**src/rtl/div_unit.sv**
```systemverilog
// div_unit: iterative RV32M DIV/DIVU/REM/REMU unit.
// Radix-2 restoring divider that produces one quotient bit per clock.
// The result is presented as a one-cycle rd write strobe for the regfile.
// Divide-by-zero and signed overflow bypass the iteration and finish in one clock.
module div_unit #(
  parameter int DW = 32,
  parameter int AW = 5
) (
  input  logic          i_clk,
  input  logic          i_rst_n,
  input  logic          i_start,
  input  logic [1:0]    i_op,
  input  logic [DW-1:0] i_rs1_data,
  input  logic [DW-1:0] i_rs2_data,
  input  logic [AW-1:0] i_rd_addr,
  input  logic          i_kill,
  output logic          o_busy,
  output logic          o_done,
  output logic          o_rd_wren,
  output logic [AW-1:0] o_rd_addr,
  output logic [DW-1:0] o_rd_data
);

  localparam logic [1:0] ST_IDLE = 2'd0;
  localparam logic [1:0] ST_CALC = 2'd1;
  localparam logic [1:0] ST_DONE = 2'd2;

  localparam int CW = $clog2(DW);
  localparam logic [CW-1:0] CNT_LOAD = CW'(DW - 1);
  localparam logic [DW-1:0] INT_MIN  = {1'b1, {(DW-1){1'b0}}};

  // Control state
  logic [1:0]    state_reg, state_next;
  logic [CW-1:0] cnt_reg;

  // Operation context captured at acceptance
  logic          op_rem_reg;   // 1: return remainder, 0: return quotient
  logic          neg_q_reg;    // quotient must be negated at the end
  logic          neg_r_reg;    // remainder must be negated at the end
  logic [AW-1:0] rd_addr_reg;

  // Iteration registers: quo_reg starts as the dividend magnitude and is
  // shifted left, its MSB feeding the partial remainder while quotient bits
  // enter from the right.
  logic [DW-1:0] quo_reg;
  logic [DW-1:0] rem_reg;
  logic [DW-1:0] dvs_reg;

  // Presented result, held until the next result is produced
  logic [DW-1:0] res_data_reg;
  logic [AW-1:0] res_addr_reg;

  // Request decode
  logic          accept;
  logic          is_signed;
  logic          a_neg, b_neg;
  logic [DW-1:0] a_mag, b_mag;
  logic          div_zero, overflow, special;
  logic [DW-1:0] special_res;

  // One restoring step
  logic [DW:0]   shift_val;
  logic [DW:0]   diff;
  logic          step_ok;
  logic [DW-1:0] rem_step;
  logic [DW-1:0] quo_step;
  logic [DW-1:0] fix_q, fix_r, calc_res;
  logic          last_step;

  assign accept    = (state_reg == ST_IDLE) && i_start && !i_kill;
  assign is_signed = ~i_op[0];
  assign a_neg     = is_signed & i_rs1_data[DW-1];
  assign b_neg     = is_signed & i_rs2_data[DW-1];
  assign a_mag     = a_neg ? (~i_rs1_data + 1'b1) : i_rs1_data;
  assign b_mag     = b_neg ? (~i_rs2_data + 1'b1) : i_rs2_data;
  assign div_zero  = (i_rs2_data == '0);
  assign overflow  = is_signed && (i_rs1_data == INT_MIN) && (&i_rs2_data);
  assign special   = div_zero || overflow;

  // Divide by zero: q = all ones, r = dividend.
  // Signed overflow: q = dividend (INT_MIN), r = 0.
  assign special_res = div_zero ? (i_op[1] ? i_rs1_data : '1)
                                : (i_op[1] ? '0 : i_rs1_data);

  // The partial remainder is DW+1 bits wide only for the trial subtraction;
  // it is always below the divisor afterwards, so DW bits of state suffice.
  assign shift_val = {rem_reg, quo_reg[DW-1]};
  assign diff      = shift_val - {1'b0, dvs_reg};
  assign step_ok   = ~diff[DW];
  assign rem_step  = step_ok ? diff[DW-1:0] : shift_val[DW-1:0];
  assign quo_step  = {quo_reg[DW-2:0], step_ok};

  assign fix_q     = neg_q_reg ? (~quo_step + 1'b1) : quo_step;
  assign fix_r     = neg_r_reg ? (~rem_step + 1'b1) : rem_step;
  assign calc_res  = op_rem_reg ? fix_r : fix_q;

  assign last_step = (state_reg == ST_CALC) && !i_kill && (cnt_reg == '0);

  // Next-state selection for IDLE/CALC/DONE
  always_comb begin
    state_next = state_reg;
    case (state_reg)
      ST_IDLE: begin
        if (accept) state_next = special ? ST_DONE : ST_CALC;
      end
      ST_CALC: begin
        if (i_kill)              state_next = ST_IDLE;
        else if (cnt_reg == '0)  state_next = ST_DONE;
      end
      ST_DONE: state_next = ST_IDLE;
      default: state_next = ST_IDLE;
    endcase
  end

  // State register; reset drops any operation in flight
  always_ff @(posedge i_clk or negedge i_rst_n) begin
    if (!i_rst_n) state_reg <= ST_IDLE;
    else          state_reg <= state_next;
  end

  // Capture operands on acceptance, then run one shift/subtract per clock
  always_ff @(posedge i_clk or negedge i_rst_n) begin
    if (!i_rst_n) begin
      cnt_reg     <= '0;
      op_rem_reg  <= 1'b0;
      neg_q_reg   <= 1'b0;
      neg_r_reg   <= 1'b0;
      rd_addr_reg <= '0;
      quo_reg     <= '0;
      rem_reg     <= '0;
      dvs_reg     <= '0;
    end else if (accept) begin
      cnt_reg     <= CNT_LOAD;
      op_rem_reg  <= i_op[1];
      neg_q_reg   <= a_neg ^ b_neg;
      neg_r_reg   <= a_neg;
      rd_addr_reg <= i_rd_addr;
      quo_reg     <= a_mag;
      rem_reg     <= '0;
      dvs_reg     <= b_mag;
    end else if ((state_reg == ST_CALC) && !i_kill) begin
      cnt_reg     <= cnt_reg - CW'(1);
      quo_reg     <= quo_step;
      rem_reg     <= rem_step;
    end
  end

  // Result register: written by the bypass path or by the last iteration
  always_ff @(posedge i_clk or negedge i_rst_n) begin
    if (!i_rst_n) begin
      res_data_reg <= '0;
      res_addr_reg <= '0;
    end else if (accept && special) begin
      res_data_reg <= special_res;
      res_addr_reg <= i_rd_addr;
    end else if (last_step) begin
      res_data_reg <= calc_res;
      res_addr_reg <= rd_addr_reg;
    end
  end

  assign o_busy    = (state_reg != ST_IDLE);
  assign o_done    = (state_reg == ST_DONE);
  assign o_rd_wren = o_done && (res_addr_reg != '0);
  assign o_rd_addr = res_addr_reg;
  assign o_rd_data = res_data_reg;

endmodule

```
**config.mk**
```make
export PLATFORM = sky130hd
export DESIGN_NAME = div_unit
export DESIGN_NICKNAME = d
export VERILOG_FILES = /design/src/rtl/div_unit.sv
export SDC_FILE = /design/constraint.sdc
export NUM_CORES = 1
export LEC_CHECK = 0
export BUFFER_PORTS_ARGS = -buffer_cell sky130_fd_sc_hd__clkbuf_2
export CORE_MARGIN = 2
export CORE_UTILIZATION = 60
export DETAILED_ROUTE_END_ITERATION = 7
export PLACE_DENSITY = 0.78
export SLEW_MARGIN = 30
export SYNTH_ARGS = -nofsm -noshare
export SYNTH_HDL_FRONTEND = slang
export SYNTH_SLANG_ARGS = --single-unit
```
**constraint.sdc**
```tcl
create_clock -name i_clk -period 6.3 [get_ports i_clk]
set_clock_uncertainty 0.15 [all_clocks]
set_input_delay 1.89 -clock i_clk [delete_from_list [all_inputs] [get_ports i_clk]]
set_output_delay 1.89 -clock i_clk [all_outputs]
set_load 0.02 [all_outputs]
```
==> results of run 1 <==
==> routing by layer <==
| layer | part of all wire (%) | vias up | track usage [%] |
|---|---|---|---|
| met5 | 0 | - | 0 |
| met4 | 2.7 | 0 | 11.7 |
| met3 | 10 | 86 | 9.24 |
| met2 | 43 | 690 | 54.1 |
| met1 | 43 | 5669 | 54.3 |
| li1 | - | 5608 | - |
==> power groups by stage <==
| stage | clock network [mW] | registers [mW] | logic [mW] |
|---|---|---|---|
| final | 0.969 | 1.27 | 1.42 |
| after global placement | 0 | 1.27 | 1.36 |
| after floorplan | 0 | 1.20 | 0.997 |
| after global routing | 1.01 | 1.28 | 1.55 |
| after CTS | 0.975 | 1.26 | 1.38 |
| after detailed placement | 0 | 1.27 | 1.37 |
==> final cells by class <==
cell class / instances / area share [%]
clock inverters: 14 / 0.903
flip-flops and latches: 148 / 28.1
clock buffers: 18 / 3.26
repair buffers: 141 / 5.92
well taps: 265 / 2.52
multi-input cells: 1216 / 57.7
inverters: 55 / 1.57
==> worst max-delay path: cells and delay by family (launching register included) <==
family / cells / cell delay, ps
fa+ha+maj: 3 / 890
simple gates: 8 / 1840
flops: 1 / 370
compound gates: 7 / 1700
mux: 1 / 190
buf+inv: 3 / 450
==> synth_stat cells, drive strengths merged (9+ instances only) <==
cell type  instances  area (µm²)
nand2            196         736
o21ai            181         906
dfrtp            148        3700
nor2             115         432
a21oi             98         490
xnor2             87         762
clkbuf            82         308
inv               54         203
xor2              52         455
nor3              42         210
ha                39         488
a22oi             35         263
mux2i             29         290
a211oi            25         188
o31ai             24         194
o211ai            22         165
or3               20         140
nand3             19        95.1
nor4              19         119
nand4             18         113
and3              16         100
nand2b            13        81.3
or4               13         105
a21o              12        90.1
nor2b             12        75.1
a31oi             11        68.8
o41ai             11        96.3
buf               10        45.0
o22ai              9        56.3
==> cells by family (layout without fill, tap and decap cells) <==
logic type | count (synthesis) | count (layout) | synth area share [%]
AOI/OAI and AO/OA | 488 | 488 | 25.8
adders and majority gates | 40 | 40 | 4.29
buffers and inverters | 147 | 228 | 4.73
and+or+nand+nor | 519 | 519 | 21.0
xor gates and xnor gates | 139 | 139 | 10.3
DFF | 148 | 148 | 31.3
muxes | 30 | 30 | 2.55
==> stage by stage <==
step	hold WS [ps]	instance area (µm²)
after floorplan	295	11800
after global placement	307	12600
after detailed placement	318	12600
after CTS	331	13200
after global routing	359	13200
final	325	13200
==> worst min path at each step <==
stage                                       to                  startpoint  cells after the start  slack [ps]
floorplan           rd_addr_reg[0]$_DFFE_PN0P_  rd_addr_reg[0]$_DFFE_PN0P_                      2         290
global placement    rd_addr_reg[3]$_DFFE_PN0P_  rd_addr_reg[3]$_DFFE_PN0P_                      2         310
detailed placement   o_rd_data[18]$_DFFE_PN0P_   o_rd_data[18]$_DFFE_PN0P_                      1         320
CTS                  o_rd_data[18]$_DFFE_PN0P_   o_rd_data[18]$_DFFE_PN0P_                      1         330
global route          o_rd_data[0]$_DFFE_PN0P_    o_rd_data[0]$_DFFE_PN0P_                      2         360
finish               o_rd_data[18]$_DFFE_PN0P_   o_rd_data[18]$_DFFE_PN0P_                      1         320
==> flow_summary.json, run 1 <==
{
  "vias": 12053,
  "critPathSlowestCell": "nor4_1",
  "critPathKind": "reg -> reg",
  "start_util_pct": 61.0,
  "fin_cells": 1857,
  "vdd_drop_max_uv": 229,
  "clk_pin_slew_ps": 60,
  "drive_gt1_share_pct": 12.3,
  "synth_edf_count": 0,
  "start_kind": "register",
  "fin_crit_ps": 5680,
  "hold_path_class": "reg -> reg",
  "clk_latency_ps": 430,
  "root_buffer": "clkbuf_16",
  "rows": 51,
  "syn_area_mm2": 0.0118,
  "core_area_mm2": 0.0194,
  "status": "complete, no violations",
  "cts_inserted_buffers": 17,
  "finalSetupViolCount": 0,
  "async_flop_share_pct": 100,
  "grt_max_degree": 105,
  "die_x_um": 144,
  "overflow": 0,
  "syn-num-nets": 1626,
  "yosys_warnings": 0,
  "ys_ff_latch": 148,
  "hold_buffers": 0,
  "ctsResizeCount": 0,
  "cp_slowest_stage_delay_ps": 520,
  "regArea_mm2": 0.00370,
  "slew_headroom_pct": 37.1,
  "hold_viol_final": 0,
  "p_comb_share_pct": 38.8,
  "clock_power_share_pct": 26.5,
  "pre_cts_slack_ps": 737,
  "final_cell_mix": "nand2_1 (196), o21ai_0 (175), dfrtp_1 (147)",
  "p_leak_nw": 5.75,
  "fin_crit_sh_pct": 90.2,
  "grt_pass1_vias": 11037,
  "grt_pass1_wl_um": 59800,
  "multi_input_area_mm2": 0.00759,
  "dieArea_mm2": 0.0209,
  "cts_tree": "done",
  "finalWirelength_um": 38700,
  "antenna_cells": 0,
  "fillers": 1758,
  "dpl.hpwl_um": 29400,
  "syn_area_per_cell_um2": 7.83,
  "fin_ws_ps": 616,
  "critical_path.cell_chain": "inv_1 -> ha_1 -> fa_1 -> nor2b_1 -> o31a_1 -> o21ai_0 -> a21oi_1 -> a22o_1 -> buf_4 -> nor2_4 -> inv_1 -> nor2_1 -> a21oi_1 -> ha_1 -> nand2_1 -> or3_1 -> nor4_1 -> a21oi_1 -> nor4_1 -> o2111ai_1 -> mux2i_1 -> nand2_1",
  "first_pass_iters": 6,
  "viasPerCell": 6.49,
  "seqPwrFrac_pct": 34.7,
  "crit_required_ps": 6470,
  "worst_pin_slew_ps": 943,
  "rsz0062_at_grt": "false",
  "fin_total_pwr_mw": 3.65,
  "cts_setup_buffers": 0,
  "max_freq_mhz": 176,
  "seq_area_frac_synth_pct": 31.3,
  "final_common_cell": "nand2_1",
  "crit_start": "quo_reg[31]$_DFFE_PN0P_",
  "post-route-drc-count": 0,
  "p_sw_share_pct": 41.9,
  "critPathMaxFanout": 9,
  "antenna_found_initial": 0,
  "gp_congestion": 0.995,
  "clkSinkCount": 148,
  "ant_nets": 0,
  "p_per_area_mw_per_mm2": 277,
  "rr_startpoint": "quo_reg[31]$_DFFE_PN0P_",
  "portBuffers": 114,
  "synth_ff_type": "dfrtp_1",
  "wire_per_inst_um": 20.8,
  "crit_path_end": "o_rd_data[30]$_DFFE_PN0P_",
  "io_pins": 115,
  "die_h_um": 144,
  "p_sw_mw": 1.53,
  "r2r_slack_ps": 620,
  "max_cap_viol_count": 0,
  "htree_num_levels": 4,
  "first_iter_violations": 1372,
  "clock_path_buffers": 2,
  "slew_violations": 0,
  "grt.total_usage_pct": 37.2,
  "crit_top_cell": "a21oi_1",
  "r2r-end": "o_rd_data[30]$_DFFE_PN0P_",
  "internal-power_mw": 2.12,
  "arrival_ps": 5850,
  "cp-end-kind": "register",
  "syn-instance-count": 1511,
  "fin_setup_tns_ps": 0,
  "syn_to_final_growth_pct": 11.3,
  "nNetsFinal": 1694,
  "place_inst": 1825,
  "reg2regPathDepth": 22,
  "utilization_pct": 67.9,
  "yosysUniqueCellTypes": 73
}
Power figures use the tool's default switching activity.
==> run 2: changes to the inputs <==
--- a/config.mk
+++ b/config.mk
@@ -6,9 +6,12 @@
 export NUM_CORES = 1
 export LEC_CHECK = 0
 export BUFFER_PORTS_ARGS = -buffer_cell sky130_fd_sc_hd__clkbuf_2
+export CELL_PAD_IN_SITES_DETAIL_PLACEMENT = 0
+export CELL_PAD_IN_SITES_GLOBAL_PLACEMENT = 1
 export CORE_MARGIN = 2
-export CORE_UTILIZATION = 60
+export CORE_UTILIZATION = 45
 export DETAILED_ROUTE_END_ITERATION = 7
+export GPL_TIMING_DRIVEN = 0
 export PLACE_DENSITY = 0.78
 export SLEW_MARGIN = 30
 export SYNTH_ARGS = -nofsm -noshare
==> flow_summary.json, run 2 (synthesis gave the netlist of run 1 again) <==
{
  "wl_met2_um": 19300,
  "cp-end-kind": "register",
  "antenna_cells": 0,
  "root_buffer": "clkbuf_16",
  "vdd_drop_max_uv": 170,
  "ant_nets": 0,
  "p_per_area_mw_per_mm2": 277,
  "slew_headroom_pct": 30.6,
  "gp_congestion": 0.985,
  "p_leak_nw": 5.85,
  "start_util_pct": 45.7,
  "grt.total_usage_pct": 32.3,
  "hold_viol_final": 0,
  "cts_tree": "done",
  "hp-start": "o_rd_data[1]$_DFFE_PN0P_",
  "overflow": 0,
  "fin_crit_ps": 5990,
  "dieArea_mm2": 0.0276,
  "crit_start": "i_rs2_data[3]",
  "max_cap_viol_count": 0,
  "grt_pass1_wl_um": 69100,
  "grt_pass1_vias": 11540,
  "drive_gt1_share_pct": 11.8,
  "nNetsFinal": 1770,
  "viasPerCell": 6.16,
  "final_cell_mix": "nand2_1 (196), o21ai_0 (172), dfrtp_1 (147)",
  "htree_num_levels": 4,
  "status": "complete, no violations",
  "pre_cts_slack_ps": -1110,
  "rsz0062_at_grt": "false",
  "cts_inserted_buffers": 17,
  "utilization_pct": 52.5,
  "clkSinkCount": 148,
  "post-route-drc-count": 0,
  "first_iter_violations": 1459,
  "critical_path.cell_chain": "clkbuf_2 -> or4_1 -> nor4_1 -> nand4_1 -> nor4_1 -> nand3_1 -> a21boi_1 -> nor2_1 -> clkbuf_1 -> o21ai_0 -> o21ai_0",
  "final_common_cell": "nand2_1",
  "clk_latency_ps": 450,
  "fin_ws_ps": 313,
  "max_freq_mhz": 167,
  "die_h_um": 166,
  "fin_cells": 2003,
  "cp_slowest_stage_delay_ps": 760,
  "portBuffers": 114,
  "finalSetupViolCount": 0,
  "arrival_ps": 6200,
  "wl_met1_um": 20300,
  "io_pins": 115,
  "worst_pin_slew_ps": 1040,
  "place_inst": 1963,
  "rows": 59,
  "start_kind": "primary input",
  "clk_pin_slew_ps": 70,
  "critPathMaxFanout": 10,
  "highest_layer": "met4",
  "dr_wl_met3_um": 4450,
  "crit_required_ps": 6510,
  "critPathKind": "in -> reg",
  "dpl.hpwl_um": 35500,
  "hold_path_class": "reg -> reg",
  "fillers": 2552,
  "wire_per_inst_um": 22.5,
  "die_x_um": 166,
  "vias": 12337,
  "rr_startpoint": "quo_reg[31]$_DFFE_PN0P_",
  "core_area_mm2": 0.0259,
  "antenna_found_initial": 0,
  "critPathSlowestCell": "nor4_1",
  "fin_crit_sh_pct": 95.0,
  "syn_to_final_growth_pct": 15.0,
  "first_pass_iters": 6,
  "clock_path_buffers": 2,
  "hold_buffers": 0,
  "slew_violations": 0,
  "finalWirelength_um": 45000,
  "grt_max_degree": 53
}
-- run 2: cell count changes in the layout (fill, tap and decap cells not counted), moves of 3 or more --
cell	delta
a21oi_1	-4
o21ai_1	+3
o21ai_0	-3
clkbuf_1	+82
a21oi_2	+4
buf_2	+7
buf_4	-19
-- run 2: what timing repair did --
| action | in CTS | in global routing |
|---|---|---|
| setup endpoints to repair | 13 | 12 |
| pin swaps | 2 | 3 |
| setup buffers | 4 | 4 |
| gates resized for setup | 12 | 11 |
-- run 2: final cells by class --
cell class	instances	area, µm²	share of cell area (%)
plain buffers	92	362	2.66
clock buffers	19	433	3.18
clock inverters	13	116	0.855
inverters	55	206	1.52
multi-input cells	1216	7650	56.2
flip-flops and latches	148	3700	27.2
well taps	335	419	3.08
repair buffers	125	712	5.23
-- run 2: worst max-delay path: cells and delay by family --
kind | cells | cell delay (ps)
and+or+nand+nor | 6 | 2790
AOI/OAI and AO/OA | 3 | 850
buffers and inverters | 2 | 650
-- run 2: final timing paths --
check / endpoint / slack, ps / depth (start not counted)
worst max-delay path: o_rd_data[2]$_DFFE_PN0P_ / 310 / 11
max in group asynchronous: o_rd_data[13]$_DFFE_PN0P_ / 3800 / 3
min in group asynchronous: dvs_reg[15]$_DFFE_PN0P_ / 1250 / 1
worst min-delay path: o_rd_data[1]$_DFFE_PN0P_ / 320 / 2
worst min register to register: o_rd_data[1]$_DFFE_PN0P_ / 320 / 2
worst max register to register: o_rd_data[30]$_DFFE_PN0P_ / 390 / 25
-- run 2: per-stage QoR --
stage / cell area, µm² / hold WS [ps] / TNS [ps] / power [mW]
2_1_floorplan: 11800 / 295 / 0 / 2.20
5_1_grt: 13600 / 354 / 0 / 3.96
3_5_place_dp: 12900 / 312 / -9490 / 2.72
3_3_place_gp: 12800 / 303 / -9500 / 2.69
6_report: 13600 / 322 / 0 / 3.77
4_1_cts: 13500 / 329 / 0 / 3.71
-- run 2: layer usage --
| metal | track usage, % | up-vias |
|---|---|---|
| li1 | - | 5762 |
| met1 | 47.2 | 5959 |
| met2 | 47.5 | 565 |
| met3 | 8.27 | 51 |
| met4 | 8.28 | 0 |
| met5 | 0 | - |
-- run 2: power breakdown --
group	total [mW]	internal, mW	switching, mW
clock	0.987	0.518	0.470
combinational	1.54	0.542	0.998
sequential	1.24	1.08	0.161
